==> src/rtl/mem_wb_stage_if.sv <==
// rtl/mem_wb_stage_if.sv - EX/MEM capture and write-back bus for the MEM/WB stage
interface mem_wb_stage_if #(
  parameter int W = 16
);
  // EX/MEM side
  logic         in_valid;
  logic [5:0]   in_op;
  logic [2:0]   in_regA;
  logic [2:0]   in_regB;
  logic [2:0]   in_regC;
  logic         in_CCR_write;
  logic [W-1:0] in_alu_result;
  logic [W-1:0] in_mem_data;
  logic [W-1:0] in_pc_plus1;
  logic         in_carry;
  logic         in_zero;
  logic         freeze;

  // Stage state, write-back port and architectural state
  logic [5:0]   mem_wb_op;
  logic [2:0]   mem_wb_regA;
  logic [2:0]   mem_wb_regB;
  logic [2:0]   mem_wb_regC;
  logic         mem_wb_CCR_write;
  logic [W-1:0] wb_data;
  logic         rf_we;
  logic [2:0]   rf_waddr;
  logic [W-1:0] rf_wdata;
  logic [1:0]   ccr;
  logic [15:0]  retired_count;

  modport master (
    output in_valid, in_op, in_regA, in_regB, in_regC, in_CCR_write,
           in_alu_result, in_mem_data, in_pc_plus1, in_carry, in_zero, freeze,
    input  mem_wb_op, mem_wb_regA, mem_wb_regB, mem_wb_regC, mem_wb_CCR_write,
           wb_data, rf_we, rf_waddr, rf_wdata, ccr, retired_count
  );

  modport slave (
    input  in_valid, in_op, in_regA, in_regB, in_regC, in_CCR_write,
           in_alu_result, in_mem_data, in_pc_plus1, in_carry, in_zero, freeze,
    output mem_wb_op, mem_wb_regA, mem_wb_regB, mem_wb_regC, mem_wb_CCR_write,
           wb_data, rf_we, rf_waddr, rf_wdata, ccr, retired_count
  );
endinterface

==> src/rtl/mem_wb_stage.sv <==
// rtl/mem_wb_stage.sv - MEM/WB pipeline register, write-back select, flags and retire counter
module mem_wb_stage #(
  parameter int         W         = 16,
  parameter logic [5:0] BUBBLE_OP = 6'b111111,
  parameter logic [5:0] OP_ADD    = 6'b000000,
  parameter logic [5:0] OP_ADC    = 6'b000010,
  parameter logic [5:0] OP_ADZ    = 6'b000001,
  parameter logic [5:0] OP_NDU    = 6'b001000,
  parameter logic [5:0] OP_NDC    = 6'b001010,
  parameter logic [5:0] OP_NDZ    = 6'b001001,
  parameter logic [3:0] OP_ADI    = 4'b0001,
  parameter logic [3:0] OP_LHI    = 4'b0011,
  parameter logic [3:0] OP_LW     = 4'b0100,
  parameter logic [3:0] OP_SW     = 4'b0101,
  parameter logic [3:0] OP_LM     = 4'b0110,
  parameter logic [3:0] OP_SM     = 4'b0111,
  parameter logic [3:0] OP_BEQ    = 4'b1100,
  parameter logic [3:0] OP_JAL    = 4'b1000,
  parameter logic [3:0] OP_JLR    = 4'b1001
) (
  input logic          clk,
  input logic          reset_n,
  mem_wb_stage_if.slave bus
);

  logic         valid_q;
  logic [5:0]   op_q;
  logic [2:0]   rega_q;
  logic [2:0]   regb_q;
  logic [2:0]   regc_q;
  logic         supp_q;
  logic [W-1:0] alu_q;
  logic [W-1:0] mem_q;
  logic [W-1:0] pc1_q;
  logic         carry_q;
  logic         zero_q;
  logic [1:0]   ccr_q;
  logic [15:0]  count_q;

  logic [3:0]   op_hi;
  logic         is_add, is_nd, is_r, is_adi, is_lhi, is_lw, is_lm, is_jal, is_jlr;
  logic         writes_rf, retire, commit;
  logic [2:0]   waddr;
  logic [W-1:0] wdata;

  assign op_hi  = op_q[5:2];
  assign is_add = (op_q == OP_ADD) || (op_q == OP_ADC) || (op_q == OP_ADZ);
  assign is_nd  = (op_q == OP_NDU) || (op_q == OP_NDC) || (op_q == OP_NDZ);
  assign is_r   = is_add || is_nd;
  assign is_adi = (op_hi == OP_ADI);
  assign is_lhi = (op_hi == OP_LHI);
  assign is_lw  = (op_hi == OP_LW);
  assign is_lm  = (op_hi == OP_LM);
  assign is_jal = (op_hi == OP_JAL);
  assign is_jlr = (op_hi == OP_JLR);

  // SW, SM, BEQ and unknown opcodes fall outside the writing classes
  assign writes_rf = is_r || is_adi || is_lhi || is_lw || is_lm || is_jal || is_jlr;
  assign retire    = valid_q && !bus.freeze;
  assign commit    = retire && !supp_q;

  // Destination register and write-back value by opcode class
  always_comb begin
    waddr = rega_q;
    if (is_r)
      waddr = regc_q;
    else if (is_adi)
      waddr = regb_q;
    wdata = alu_q;
    if (is_lw || is_lm)
      wdata = mem_q;
    else if (is_jal || is_jlr)
      wdata = pc1_q;
  end

  // Stage register: capture when not frozen, empty slots become bubbles
  always_ff @(posedge clk or negedge reset_n) begin
    if (!reset_n) begin
      valid_q <= 1'b0;
      op_q    <= BUBBLE_OP;
      rega_q  <= 3'd0;
      regb_q  <= 3'd0;
      regc_q  <= 3'd0;
      supp_q  <= 1'b1;
      alu_q   <= '0;
      mem_q   <= '0;
      pc1_q   <= '0;
      carry_q <= 1'b0;
      zero_q  <= 1'b0;
    end else if (!bus.freeze) begin
      valid_q <= bus.in_valid;
      if (bus.in_valid) begin
        op_q    <= bus.in_op;
        rega_q  <= bus.in_regA;
        regb_q  <= bus.in_regB;
        regc_q  <= bus.in_regC;
        supp_q  <= bus.in_CCR_write;
        alu_q   <= bus.in_alu_result;
        mem_q   <= bus.in_mem_data;
        pc1_q   <= bus.in_pc_plus1;
        carry_q <= bus.in_carry;
        zero_q  <= bus.in_zero;
      end else begin
        op_q    <= BUBBLE_OP;
        rega_q  <= 3'd0;
        regb_q  <= 3'd0;
        regc_q  <= 3'd0;
        supp_q  <= 1'b1;
        alu_q   <= '0;
        mem_q   <= '0;
        pc1_q   <= '0;
        carry_q <= 1'b0;
        zero_q  <= 1'b0;
      end
    end
  end

  // Condition codes update as the instruction in WB commits
  always_ff @(posedge clk or negedge reset_n) begin
    if (!reset_n) begin
      ccr_q <= 2'b00;
    end else if (commit) begin
      if (is_add || is_adi)
        ccr_q <= {carry_q, zero_q};
      else if (is_nd)
        ccr_q[0] <= zero_q;
      else if (is_lw)
        ccr_q[0] <= (mem_q == '0);
    end
  end

  // Every real instruction leaving WB counts, suppressed or not; wraps naturally
  always_ff @(posedge clk or negedge reset_n) begin
    if (!reset_n)
      count_q <= 16'd0;
    else if (retire)
      count_q <= count_q + 16'd1;
  end

  assign bus.mem_wb_op        = op_q;
  assign bus.mem_wb_regA      = rega_q;
  assign bus.mem_wb_regB      = regb_q;
  assign bus.mem_wb_regC      = regc_q;
  assign bus.mem_wb_CCR_write = supp_q;
  assign bus.wb_data          = wdata;
  assign bus.rf_we            = commit && writes_rf;
  assign bus.rf_waddr         = waddr;
  assign bus.rf_wdata         = wdata;
  assign bus.ccr              = ccr_q;
  assign bus.retired_count    = count_q;

endmodule

==> src/flat_wrapper.sv <==
// flat-port wrapper written by rule: the top's interface ports become plain ports
module mem_wb_stage_flat 
#(
  parameter int         W         = 16,
  parameter logic [5:0] BUBBLE_OP = 6'b111111,
  parameter logic [5:0] OP_ADD    = 6'b000000,
  parameter logic [5:0] OP_ADC    = 6'b000010,
  parameter logic [5:0] OP_ADZ    = 6'b000001,
  parameter logic [5:0] OP_NDU    = 6'b001000,
  parameter logic [5:0] OP_NDC    = 6'b001010,
  parameter logic [5:0] OP_NDZ    = 6'b001001,
  parameter logic [3:0] OP_ADI    = 4'b0001,
  parameter logic [3:0] OP_LHI    = 4'b0011,
  parameter logic [3:0] OP_LW     = 4'b0100,
  parameter logic [3:0] OP_SW     = 4'b0101,
  parameter logic [3:0] OP_LM     = 4'b0110,
  parameter logic [3:0] OP_SM     = 4'b0111,
  parameter logic [3:0] OP_BEQ    = 4'b1100,
  parameter logic [3:0] OP_JAL    = 4'b1000,
  parameter logic [3:0] OP_JLR    = 4'b1001
)
  (clk, reset_n, bus_in_valid, bus_in_op, bus_in_regA, bus_in_regB, bus_in_regC, bus_in_CCR_write, bus_in_alu_result, bus_in_mem_data, bus_in_pc_plus1, bus_in_carry, bus_in_zero, bus_freeze, bus_mem_wb_op, bus_mem_wb_regA, bus_mem_wb_regB, bus_mem_wb_regC, bus_mem_wb_CCR_write, bus_wb_data, bus_rf_we, bus_rf_waddr, bus_rf_wdata, bus_ccr, bus_retired_count);
  mem_wb_stage_if #(.W(W)) bus_i ();
  input logic clk;
  input logic reset_n;
  input wire logic [$bits(bus_i.in_valid)-1:0] bus_in_valid;
  input wire logic [$bits(bus_i.in_op)-1:0] bus_in_op;
  input wire logic [$bits(bus_i.in_regA)-1:0] bus_in_regA;
  input wire logic [$bits(bus_i.in_regB)-1:0] bus_in_regB;
  input wire logic [$bits(bus_i.in_regC)-1:0] bus_in_regC;
  input wire logic [$bits(bus_i.in_CCR_write)-1:0] bus_in_CCR_write;
  input wire logic [$bits(bus_i.in_alu_result)-1:0] bus_in_alu_result;
  input wire logic [$bits(bus_i.in_mem_data)-1:0] bus_in_mem_data;
  input wire logic [$bits(bus_i.in_pc_plus1)-1:0] bus_in_pc_plus1;
  input wire logic [$bits(bus_i.in_carry)-1:0] bus_in_carry;
  input wire logic [$bits(bus_i.in_zero)-1:0] bus_in_zero;
  input wire logic [$bits(bus_i.freeze)-1:0] bus_freeze;
  output wire logic [$bits(bus_i.mem_wb_op)-1:0] bus_mem_wb_op;
  output wire logic [$bits(bus_i.mem_wb_regA)-1:0] bus_mem_wb_regA;
  output wire logic [$bits(bus_i.mem_wb_regB)-1:0] bus_mem_wb_regB;
  output wire logic [$bits(bus_i.mem_wb_regC)-1:0] bus_mem_wb_regC;
  output wire logic [$bits(bus_i.mem_wb_CCR_write)-1:0] bus_mem_wb_CCR_write;
  output wire logic [$bits(bus_i.wb_data)-1:0] bus_wb_data;
  output wire logic [$bits(bus_i.rf_we)-1:0] bus_rf_we;
  output wire logic [$bits(bus_i.rf_waddr)-1:0] bus_rf_waddr;
  output wire logic [$bits(bus_i.rf_wdata)-1:0] bus_rf_wdata;
  output wire logic [$bits(bus_i.ccr)-1:0] bus_ccr;
  output wire logic [$bits(bus_i.retired_count)-1:0] bus_retired_count;
  assign bus_i.in_valid = bus_in_valid;
  assign bus_i.in_op = bus_in_op;
  assign bus_i.in_regA = bus_in_regA;
  assign bus_i.in_regB = bus_in_regB;
  assign bus_i.in_regC = bus_in_regC;
  assign bus_i.in_CCR_write = bus_in_CCR_write;
  assign bus_i.in_alu_result = bus_in_alu_result;
  assign bus_i.in_mem_data = bus_in_mem_data;
  assign bus_i.in_pc_plus1 = bus_in_pc_plus1;
  assign bus_i.in_carry = bus_in_carry;
  assign bus_i.in_zero = bus_in_zero;
  assign bus_i.freeze = bus_freeze;
  assign bus_mem_wb_op = bus_i.mem_wb_op;
  assign bus_mem_wb_regA = bus_i.mem_wb_regA;
  assign bus_mem_wb_regB = bus_i.mem_wb_regB;
  assign bus_mem_wb_regC = bus_i.mem_wb_regC;
  assign bus_mem_wb_CCR_write = bus_i.mem_wb_CCR_write;
  assign bus_wb_data = bus_i.wb_data;
  assign bus_rf_we = bus_i.rf_we;
  assign bus_rf_waddr = bus_i.rf_waddr;
  assign bus_rf_wdata = bus_i.rf_wdata;
  assign bus_ccr = bus_i.ccr;
  assign bus_retired_count = bus_i.retired_count;
  mem_wb_stage #(.W(W), .BUBBLE_OP(BUBBLE_OP), .OP_ADD(OP_ADD), .OP_ADC(OP_ADC), .OP_ADZ(OP_ADZ), .OP_NDU(OP_NDU), .OP_NDC(OP_NDC), .OP_NDZ(OP_NDZ), .OP_ADI(OP_ADI), .OP_LHI(OP_LHI), .OP_LW(OP_LW), .OP_SW(OP_SW), .OP_LM(OP_LM), .OP_SM(OP_SM), .OP_BEQ(OP_BEQ), .OP_JAL(OP_JAL), .OP_JLR(OP_JLR)) u_core (.clk(clk), .reset_n(reset_n), .bus(bus_i));
endmodule
==> config.mk <==
export PLATFORM = sky130hd
export DESIGN_NAME = mem_wb_stage_flat
export DESIGN_NICKNAME = d
export VERILOG_FILES = /design/src/rtl/mem_wb_stage_if.sv /design/src/rtl/mem_wb_stage.sv /design/src/flat_wrapper.sv
export SDC_FILE = /design/constraint.sdc
export NUM_CORES = 1
export LEC_CHECK = 0
export ABC_AREA = 1
export CORE_MARGIN = 1.5
export CORE_UTILIZATION = 43
export DETAILED_ROUTE_END_ITERATION = 8
export PLACE_DENSITY = 0.76
export SLEW_MARGIN = 20
export SYNTH_ARGS = -nofsm -noshare
export SYNTH_HDL_FRONTEND = slang
export SYNTH_SLANG_ARGS = --single-unit
==> constraint.sdc <==
create_clock -name clk -period 1.75 [get_ports clk]
set_input_delay 0.175 -clock clk [delete_from_list [all_inputs] [get_ports clk]]
set_output_delay 0.175 -clock clk [all_outputs]
set_load 0.01 [all_outputs]
==> impl_metrics.toml <==
[logic_synthesis]
yosysWarnings = 0
synth.top_cells.by_area = "dfrtp_1 (46%), nand2_1 (9.3%), o21ai_0 (5.6%), inv_1 (4.8%), dfstp_2 (4.4%)"
synth.area.mux_share_pct = 0
post_synth.cell_area_avg_um2 = 8.784
synthSimpleGateAreaFrac_pct = 19.47
synth_top_area_share_pct = 46.29
syn_area_mm2 = 0.004217
synth_compound_area_share_pct = 16.50
syn_inst = 480
seq_area_frac_synth_pct = 50.65
synth-xor-area-share_pct = 1.454
yosys.cell_types.count = 35
synth_top_area_cell = "dfrtp_1"
synth_top_family_by_area = "simple AND/OR/NAND/NOR gates"
ys_ff_latch = 85
syn_nets = 551
synth_fa_ha_area_share_pct = 0.2967

[sta]
setup_ws_ns = -0.2257
hold_ws_ns = 0.3328
slew_viol_final = 0
fmax_ghz = 0.5061
hold_viol = 0
finalCritPeriodShare_pct = 112.9
setup_viol_count_final = 36
relSlewSlack_pct = 67.14
tightest_slew_ns = 0.4929
fin_skew_ns = 0.006827
min_period_ns = 1.976
final.setup.tns_ns = -6.553
grt_setup_unrepaired = "yes"

[clocking]
cts.sinks = 85
htreeDepth = 3
root_buffer = "clkbuf_8"
cts_buffer_depth = 2
clkTransAtPathRegs_ns = 0.09
cts_buffers = 9
clk_latency_ns = 0.35
cts_tree = "done"

[global_route]
grt_max_degree = 40
grt_pass1_wl_um = 17790
grt_use_total_pct = 21.97
grt_antenna_before_repair = 0
grt_remaining_overflow = 0
grt_pass1_vias = 3685

[floorplanning]
initial_core_util_pct = 44.99
fp-row-count = 35
die_area_mm2 = 0.01041
fp.coreArea_mm2 = 0.009371
die_w_um = 102.0
fp.dieH_um = 102.0
io_pins = 140

[route]
ant_nets = 0
dr.first_iter.drc_count = 195
vias = 3885
route.detailed.drc = 0
dr.pass1.iters = 5
post_drt_wl_per_cell_um = 14.86
avgViaCountPerCell = 5.013
totalWireLength_um = 11520

[critical_path]
slowest_delay_ns = 0.60
start_kind = "flip-flop"
crit_slowest_cell = "dfstp_2"
reg2reg_slack_ns = 0.11
crit_type = "flip-flop to output pin"
critical_path_required_ns = 1.57
end_kind = "output pin"
path_max_fanout = 5
ff2ff_path_depth = 12
regToRegStartpoint = "u_core.bus.mem_wb_op[2]"
reg2reg_to = "u_core.bus.ccr[0]"
worstPathArrival_ns = 1.80
crit_chain = "inv_4 > nand3_4 > buf_4 > buf_6 > nand2_1 > o211ai_1 > o21ai_1 > buf_2"

[pwr]
p_per_area_mw_per_mm2 = 814.7
p_leak_nw = 2.839
peakVddDrop_mv = 0.4516
p_total_mw = 4.992

[placed_design]
portBuffers = 139
place_ws_ns = -0.1713
dp_hpwl_um = 8101
gp_congestion = 0.8730
dpl.cell_count = 737
placed_area_mm2 = 0.005771

[layout]
instances_no_fill = 775
multi_input_area_mm2 = 0.001679
final_area_mm2 = 0.006127
drive_gt1_share_pct = 23.84
area_growth_pct = 45.31
layout.area.seq_mm2 = 0.002137
finish.net_count = 712
final_core_util_pct = 65.38
antenna_cells = 0
num-fill-cells = 781

[run]
maxCapViolations = 0

[worst_hold_path]
hp-class = "primary input to async pin"

[status]
violations = "setup timing"
outcome = "finished with violations"
sequential cells by signal (all words and copies together), names as in the netlist:
register / flops
u_core.mem_q: 16
u_core.zero_q: 1
u_core.bus.mem_wb_regB: 3
u_core.carry_q: 1
u_core.pc1_q: 16
u_core.bus.mem_wb_regC: 3
u_core.valid_q: 1
u_core.alu_q: 16
u_core.bus.retired_count: 16
u_core.bus.mem_wb_op: 6
u_core.bus.ccr: 2
u_core.bus.mem_wb_regA: 3
u_core.bus.mem_wb_CCR_write: 1
critical path, delay by kind of cell, from the launching register on:
family | cells | cell delay, ns
AOI/OAI and AO/OA | 2 | 0.22
buffers and inverters | 4 | 0.46
DFF | 1 | 0.60
and+or+nand+nor | 2 | 0.16
cell usage in the layout (no fill, tap or decap), types with 15 or more instances in the layout:
cell               n
buf_2             37
clkdlybuf4s50_1   97
nor2_1            25
a22o_1            20
o21ai_1           30
buf_4             33
o211ai_1          15
inv_1             52
o21ai_0           34
nand2_1          100
dfrtp_1           77
layout make-up:
type	count	share of cell area, %
sequential	85	34.88
timing repair buffer	187	27.92
multi-input combinational	297	27.40
inverter	61	3.900
tap	129	2.634
clock buffer	9	2.022
clock inverter	7	1.246
worst max-delay path by stage:
stage	cells past startpoint	slack [ns]	from	to
CTS	7	-0.27	u_core.bus.mem_wb_op[4]	bus_rf_wdata[7]
detailed placement	6	-0.17	u_core.bus.mem_wb_op[5]	bus_rf_wdata[2]
global route	6	-0.31	u_core.bus.mem_wb_op[5]	bus_rf_wdata[5]
global placement	6	-0.16	u_core.bus.mem_wb_op[5]	bus_rf_wdata[14]
floorplan	4	0.14	u_core.bus.mem_wb_op[4]	bus_wb_data[10]
finish	8	-0.23	u_core.bus.mem_wb_op[4]	bus_wb_data[0]
power by group:
group / switching [mW] / internal [mW]
clock network: 0.738 / 0.664
logic: 0.606 / 0.635
registers: 0.188 / 2.16
repair_timing:
action | in CTS | in global routing
hold endpoints to repair | 33 | 0
resized for setup | 170 | 25
setup buffers | 8 | 10
endpoints found under the setup margin | 38 | 40
hold buffers | 1 | 0
pin swaps | 5 | 11
cloned | 1 | 4
Yosys cell counts:
library cell,number
ha_1,1
clkbuf_1,7
a31oi_1,1
nor2_4,6
buf_4,21
nor2_1,28
nand4_2,1
clkinv_1,1
inv_1,54
nand2_1,105
buf_6,4
inv_4,1
o21ai_0,47
o21ai_1,20
nand3_1,10
nand4_1,7
inv_2,4
nand3_2,4
a22o_1,20
nand2_4,1
nand2_8,1
o211ai_1,15
o221ai_1,1
buf_2,5
inv_6,1
o22a_1,2
dfstp_2,7
a21oi_1,8
xor2_1,4
xnor2_1,3
nor2_2,3
dfrtp_1,78
nor3_1,2
nor3_2,1
nand2_2,6
routing by layer:
metal	vias up	GRT usage (%)	share of wire (%)
met5	-	0	0
met2	163	36.78	49
met3	25	4.856	7.2
met4	0	8.008	2.4
li1	1876	-	-
met1	1821	28.05	42
cells by family (layout without fill, tap and decap cells):
| family | count (synthesis) | after routing |
|---|---|---|
| adder cells (fa/ha/maj) | 1 | 1 |
| buffers and inverters | 98 | 264 |
| XOR/XNOR | 7 | 7 |
| AO/OA/AOI/OAI | 114 | 114 |
| flip-flops | 85 | 85 |
| AND/OR/NAND/NOR | 175 | 175 |
(Power assumes the default switching activity.)
